### src/rtl/div_unit_pkg.sv
// Shared execute-stage encodings for the iterative divider: div_op codes,
// handshake FSM states and small op-decode helpers.
package div_unit_pkg;

    localparam logic [1:0] OP_DIV  = 2'b00;
    localparam logic [1:0] OP_DIVU = 2'b01;
    localparam logic [1:0] OP_REM  = 2'b10;
    localparam logic [1:0] OP_REMU = 2'b11;

    typedef enum logic [1:0] {
        ST_IDLE = 2'd0,
        ST_CALC = 2'd1,
        ST_DONE = 2'd2
    } div_state_e;

    // Bit 0 clear selects the signed flavour (DIV/REM).
    function automatic logic op_is_signed(input logic [1:0] op);
        return ~op[0];
    endfunction

    // Bit 1 set selects the remainder (REM/REMU).
    function automatic logic op_is_rem(input logic [1:0] op);
        return op[1];
    endfunction

endpackage

### src/rtl/div_unit_core.sv
// Unsigned restoring shift-subtract datapath, one quotient bit per cycle, MSB first.
// Ports:
//   clk, rst      clock, async active-high reset
//   start         load operands and begin LEN iterations
//   flush         abandon the running division
//   dividend      unsigned dividend (sampled on start)
//   divisor       unsigned divisor, non-zero (sampled on start)
//   done_c        high in the cycle whose edge completes the last iteration
//   quotient_c    quotient after the current iteration (final when done_c)
//   remainder_c   remainder after the current iteration (final when done_c)
module div_unit_core #(
    parameter int unsigned LEN = 32
) (
    input  logic           clk,
    input  logic           rst,
    input  logic           start,
    input  logic           flush,
    input  logic [LEN-1:0] dividend,
    input  logic [LEN-1:0] divisor,
    output logic           done_c,
    output logic [LEN-1:0] quotient_c,
    output logic [LEN-1:0] remainder_c
);

    localparam int unsigned CW = $clog2(LEN);

    logic [LEN-1:0] rem_q, rem_d;
    logic [LEN-1:0] quo_q, quo_d;
    logic [LEN-1:0] dvs_q, dvs_d;
    logic [CW-1:0]  cnt_q, cnt_d;
    logic           run_q, run_d;

    // Trial remainder is one bit wider than the operands; its MSB is the borrow.
    logic [LEN:0]   trial_c;
    logic [LEN:0]   diff_c;
    logic           fits_c;

    // One restoring step: shift in the next dividend bit, subtract if it fits.
    always_comb begin
        trial_c     = {rem_q, quo_q[LEN-1]};
        diff_c      = trial_c - {1'b0, dvs_q};
        fits_c      = ~diff_c[LEN];
        remainder_c = fits_c ? diff_c[LEN-1:0] : trial_c[LEN-1:0];
        quotient_c  = {quo_q[LEN-2:0], fits_c};
        done_c      = run_q && (cnt_q == CW'(LEN - 1));
    end

    // Load / iterate / stop control.
    always_comb begin
        rem_d = rem_q;
        quo_d = quo_q;
        dvs_d = dvs_q;
        cnt_d = cnt_q;
        run_d = run_q;
        if (flush) begin
            run_d = 1'b0;
            cnt_d = '0;
        end else if (start) begin
            rem_d = '0;
            quo_d = dividend;
            dvs_d = divisor;
            cnt_d = '0;
            run_d = 1'b1;
        end else if (run_q) begin
            rem_d = remainder_c;
            quo_d = quotient_c;
            cnt_d = done_c ? '0 : cnt_q + CW'(1);
            run_d = ~done_c;
        end
    end

    always_ff @(posedge clk or posedge rst) begin
        if (rst) begin
            rem_q <= '0;
            quo_q <= '0;
            dvs_q <= '0;
            cnt_q <= '0;
            run_q <= 1'b0;
        end else begin
            rem_q <= rem_d;
            quo_q <= quo_d;
            dvs_q <= dvs_d;
            cnt_q <= cnt_d;
            run_q <= run_d;
        end
    end

endmodule

### src/rtl/div_unit.sv
// RV32M DIV/DIVU/REM/REMU unit: request/response handshake FSM, special-case
// resolution at accept, operand sign handling around the unsigned core.
// Ports:
//   clk, rst              clock, async active-high reset
//   in_valid / in_ready   request handshake (div_op, dividend, divisor)
//   flush                 pipeline kill, returns to IDLE
//   out_valid / out_ready response handshake (result)
//   busy                  high while an operation is in CALC or DONE
module div_unit
    import div_unit_pkg::*;
#(
    parameter int unsigned LEN = 32
) (
    input  logic           clk,
    input  logic           rst,
    input  logic           in_valid,
    output logic           in_ready,
    input  logic [1:0]     div_op,
    input  logic [LEN-1:0] dividend,
    input  logic [LEN-1:0] divisor,
    input  logic           flush,
    output logic           out_valid,
    input  logic           out_ready,
    output logic [LEN-1:0] result,
    output logic           busy
);

    localparam logic [LEN-1:0] MIN_VAL = {1'b1, {(LEN-1){1'b0}}};

    div_state_e     state_q, state_d;
    logic [LEN-1:0] result_q, result_d;
    logic           in_ready_q, in_ready_d;
    logic           out_valid_q, out_valid_d;
    logic           busy_q, busy_d;
    logic           is_rem_q, is_rem_d;
    logic           neg_q, neg_d;

    logic           sgn_c, a_neg_c, b_neg_c, start_c;
    logic [LEN-1:0] a_abs_c, b_abs_c, sel_c;
    logic           core_done_c;
    logic [LEN-1:0] core_quo_c, core_rem_c;

    // Magnitudes for signed ops; the most negative value maps to 2^(LEN-1) unsigned.
    always_comb begin
        sgn_c   = op_is_signed(div_op);
        a_neg_c = sgn_c & dividend[LEN-1];
        b_neg_c = sgn_c & divisor[LEN-1];
        a_abs_c = a_neg_c ? ({LEN{1'b0}} - dividend) : dividend;
        b_abs_c = b_neg_c ? ({LEN{1'b0}} - divisor) : divisor;
    end

    div_unit_core #(.LEN(LEN)) u_core (
        .clk         (clk),
        .rst         (rst),
        .start       (start_c),
        .flush       (flush),
        .dividend    (a_abs_c),
        .divisor     (b_abs_c),
        .done_c      (core_done_c),
        .quotient_c  (core_quo_c),
        .remainder_c (core_rem_c)
    );

    assign sel_c = is_rem_q ? core_rem_c : core_quo_c;

    // Handshake FSM next-state and registered-output computation.
    always_comb begin
        state_d  = state_q;
        result_d = result_q;
        is_rem_d = is_rem_q;
        neg_d    = neg_q;
        start_c  = 1'b0;
        unique case (state_q)
            ST_IDLE: begin
                if (in_valid && !flush) begin
                    is_rem_d = op_is_rem(div_op);
                    // Remainder follows the dividend sign; quotient negates on sign mismatch.
                    neg_d    = op_is_rem(div_op) ? a_neg_c : (a_neg_c ^ b_neg_c);
                    if (divisor == '0) begin
                        result_d = op_is_rem(div_op) ? dividend : '1;
                        state_d  = ST_DONE;
                    end else if (sgn_c && (dividend == MIN_VAL) && (divisor == '1)) begin
                        result_d = op_is_rem(div_op) ? '0 : MIN_VAL;
                        state_d  = ST_DONE;
                    end else begin
                        start_c  = 1'b1;
                        state_d  = ST_CALC;
                    end
                end
            end
            ST_CALC: begin
                if (core_done_c) begin
                    result_d = neg_q ? ({LEN{1'b0}} - sel_c) : sel_c;
                    state_d  = ST_DONE;
                end
            end
            ST_DONE: begin
                if (out_ready) begin
                    state_d = ST_IDLE;
                end
            end
            default: state_d = ST_IDLE;
        endcase
        if (flush) begin
            state_d = ST_IDLE;
        end
        in_ready_d  = (state_d == ST_IDLE);
        out_valid_d = (state_d == ST_DONE);
        busy_d      = (state_d != ST_IDLE);
    end

    always_ff @(posedge clk or posedge rst) begin
        if (rst) begin
            state_q     <= ST_IDLE;
            result_q    <= '0;
            in_ready_q  <= 1'b1;
            out_valid_q <= 1'b0;
            busy_q      <= 1'b0;
            is_rem_q    <= 1'b0;
            neg_q       <= 1'b0;
        end else begin
            state_q     <= state_d;
            result_q    <= result_d;
            in_ready_q  <= in_ready_d;
            out_valid_q <= out_valid_d;
            busy_q      <= busy_d;
            is_rem_q    <= is_rem_d;
            neg_q       <= neg_d;
        end
    end

    assign in_ready  = in_ready_q;
    assign out_valid = out_valid_q;
    assign busy      = busy_q;
    assign result    = result_q;

endmodule

### config.mk
export PLATFORM = sky130hd
export DESIGN_NAME = div_unit
export DESIGN_NICKNAME = d
export VERILOG_FILES = /design/src/rtl/div_unit_pkg.sv /design/src/rtl/div_unit_core.sv /design/src/rtl/div_unit.sv
export SDC_FILE = /design/constraint.sdc
export NUM_CORES = 1
export LEC_CHECK = 0
export ABC_AREA = 0
export BUFFER_PORTS_ARGS = -buffer_cell sky130_fd_sc_hd__buf_2
export CAP_MARGIN = 20
export CORE_UTILIZATION = 61
export DETAILED_ROUTE_END_ITERATION = 10
export GPL_TIMING_DRIVEN = 1
export MAX_ROUTING_LAYER = met4
export PLACE_DENSITY = 0.82
export SLEW_MARGIN = 20
export SYNTH_ARGS = -nofsm -noshare
export SYNTH_HDL_FRONTEND = slang
export SYNTH_SLANG_ARGS = --single-unit
### constraint.sdc
create_clock -name clk -period 7.1 [get_ports clk]
set_clock_uncertainty 0.2 [all_clocks]
set_input_delay 2.13 -clock clk [delete_from_list [all_inputs] [get_ports clk]]
set_output_delay 2.13 -clock clk [all_outputs]
set_load 0.05 [all_outputs]
==> results_dict.tcl <==
set metrics [dict create \
    fmax_mhz 175.9 \
    cts_buffer_depth 2 \
    grt_pass1_vias 9982 \
    final_max_slew_viol_count 0 \
    seq_area_frac_synth_pct 31.71 \
    whs_path_depth 2 \
    tns_ps 0 \
    worst_pin_slew_ps 997.9 \
    final_core_util_pct 69.08 \
    cts_htree_levels 4 \
    drive_gt1_share_pct 12.73 \
    synth_fp_nets 1548 \
    clkTransAtPathRegs_ps 70 \
    synth_edf_count 0 \
    layout_commonest_cell "nand2_1" \
    regArea_sq_um 3531 \
    relSlewSlack_pct 33.34 \
    hold_class "reg -> reg" \
    gp_congestion 0.9376 \
    port_buffers 105 \
    fin_nets 1605 \
    async_reset_ff_share_pct 100.0 \
    ys_warn_count 0 \
    area_growth_pct 11.11 \
    grt_max_degree 89 \
    finalSetupViolCount 0 \
    root_buffer "clkbuf_16" \
    design.die.area_sq_um 18790 \
    clkSinkCount 141 \
    rsz0062_at_grt "no" \
    clkLatencyLatePin_ps 430 \
    crit_type "reg -> reg" \
    drc 0 \
    hold_viol_final 0 \
    grt_pass1_wl_microns 50180 \
    power_density_nw_per_um2 407.1 \
    antenna_found_initial 0 \
    cts_resized 0 \
    core_sq_um 17900 \
    crit_path_end_kind "flip-flop" \
    fin_hold_ws_ps 287.1 \
    grt_usage_pct 35.61 \
    grt.overflow.total 0 \
    start_kind "flip-flop" \
    cts_tree "built" \
    vias 10890 \
    crit_fanout 10 \
    syn_avg_cell_area_sq_um 7.740 \
    start_util_pct 62.18 \
    finalCriticalPeriod_ps 5684 \
    cp.arrival_ps 5790 \
    diodes 0 \
    io_pins 106 \
    dr.first_iter.drc_count 852 \
    worstPathRequired_ps 7200 \
    status "completed" \
    first_pass_iters 7 \
    rows 49 \
    syn_inst 1438 \
    synth_area_sq_um 11130 \
    synth_cell_type_count 85 \
    ys_seq_elements 141 \
    ys.flop_type "dfrtp_1" \
    postCtsSetupRepairBufs 0 \
    dp_hpwl_microns 23170 \
    final_cell_mix "nand2_1 (226), o21ai_0 (176), dfrtp_1 (139)" \
    rr_worst_depth 21 \
    ant_nets 0 \
    drv_cap 0 \
    numCtsBuffers 17 \
    cts_hold_buf 0 \
    multi_input_area_sq_um 7057 \
    wirelength_microns 31800 \
    p_leak_nw 5.264 \
    die_w_microns 137.1 \
    viasPerCell 6.268 \
    peakVddDrop_uv 287.7 \
    wl_per_cell_microns 18.31 \
    nFillCells 1489 \
    die_h_microns 137.1 \
    fin_crit_sh_pct 80.05 \
]
[kinds of logic (layout without fill, tap and decap cells)]
group	count (synthesis)	in the layout	synth area share [%]
buffers and inverters	141	211	5.047
DFF	141	141	31.71
muxes	34	34	3.136
xor gates and xnor gates	115	115	9.049
adders and majority gates	39	39	4.451
AOI/OAI and AO/OA	456	456	25.70
and+or+nand+nor	512	512	20.91
[layer usage]
layer	part of all wire, %	wire (microns)	up-vias	global-route usage [%]
met1	42	13280	5206	44.80
met2	49	15440	378	56.20
met3	5.6	1789	91	5.667
met5	0	0	-	-
li1	-	-	5212	-
met4	4.0	1285	0	16.48
[registers in the layout (all words and copies together) (netlist names), 2 cells and up]
register / flops
state_q: 2
u_core.rem_q: 32
u_core.quo_q: 32
u_core.dvs_q: 32
result: 32
u_core.cnt_q: 5
[critical path, cell delays in order (launching register included)]
cell and delay [ps]:
dfrtp_1 480, inv_1 70, ha_1 220, fa_1 430, nor2b_2 190, o31ai_2 90, a31o_4 260, o211ai_4 280
nand4_4 160, a211o_1 440, nand2_1 130, o21ai_0 150, mux2i_1 230, ha_1 260, and4_1 200, a32oi_1 110
a221oi_4 440, nand4_2 180, or3_1 430, nor3_1 340, or4_1 170, nand3_1 80
[Yosys cell counts (13+ instances only)]
cell      instances  area, sq um
a31oi_1          29        181.4
nand2b_1         17        106.4
o21ai_0         176        880.8
or3_1            15        93.84
clkbuf_1         61        229.0
mux2i_1          27        270.3
a21oi_1         109        545.5
a21o_1           13        97.59
dfrtp_1         140         3503
xor2_1           58        508.0
nand4_1          20        125.1
o31ai_1          39        292.8
nor3_1           38        190.2
ha_1             38        475.5
inv_1            58        217.7
nand3_1          13        65.06
nor2_1          128        480.5
o211ai_1         15        112.6
nand2_1         226        848.3
xnor2_1          57        499.2
[power breakdown]
group          switching (mW)  total, mW  internal [mW]
logic                    1.84       2.89           1.06
registers               0.199       1.18          0.978
clock network           0.376      0.965          0.589
[path summary, 6_finish.rpt]
path,from,to,slack (ps)
max in group asynchronous,rst,u_core.quo_q[23],3770
min in group asynchronous,rst,u_core.dvs_q[2],1660
max,u_core.quo_q[31],result[30],1420
min reg2reg,result[22],result[22],290
min,result[22],result[22],290
max reg2reg,u_core.quo_q[31],result[30],1420
[through the flow]
stage               instances  worst slack, ps  area [sq um]  total power [mW]
finish                   1737             1416         12370             5.035
global route             1737             1201         12370             5.357
CTS                      1737             1511         12370             4.983
detailed placement       1705             1074         11740             3.990
global placement         1705             1181         11740             3.937
floorplan                1438            990.4         11130             3.333
[area by class of cell]
class / instances / share of cell area (%)
multi-input cells: 1156 / 57.06
well taps: 229 / 2.317
repair buffers: 121 / 5.221
flip-flops and latches: 141 / 28.55
inverters: 58 / 1.801
clock inverters: 14 / 1.578
clock buffers: 18 / 3.470
Note: power is estimated with default switching activity, not from simulation.
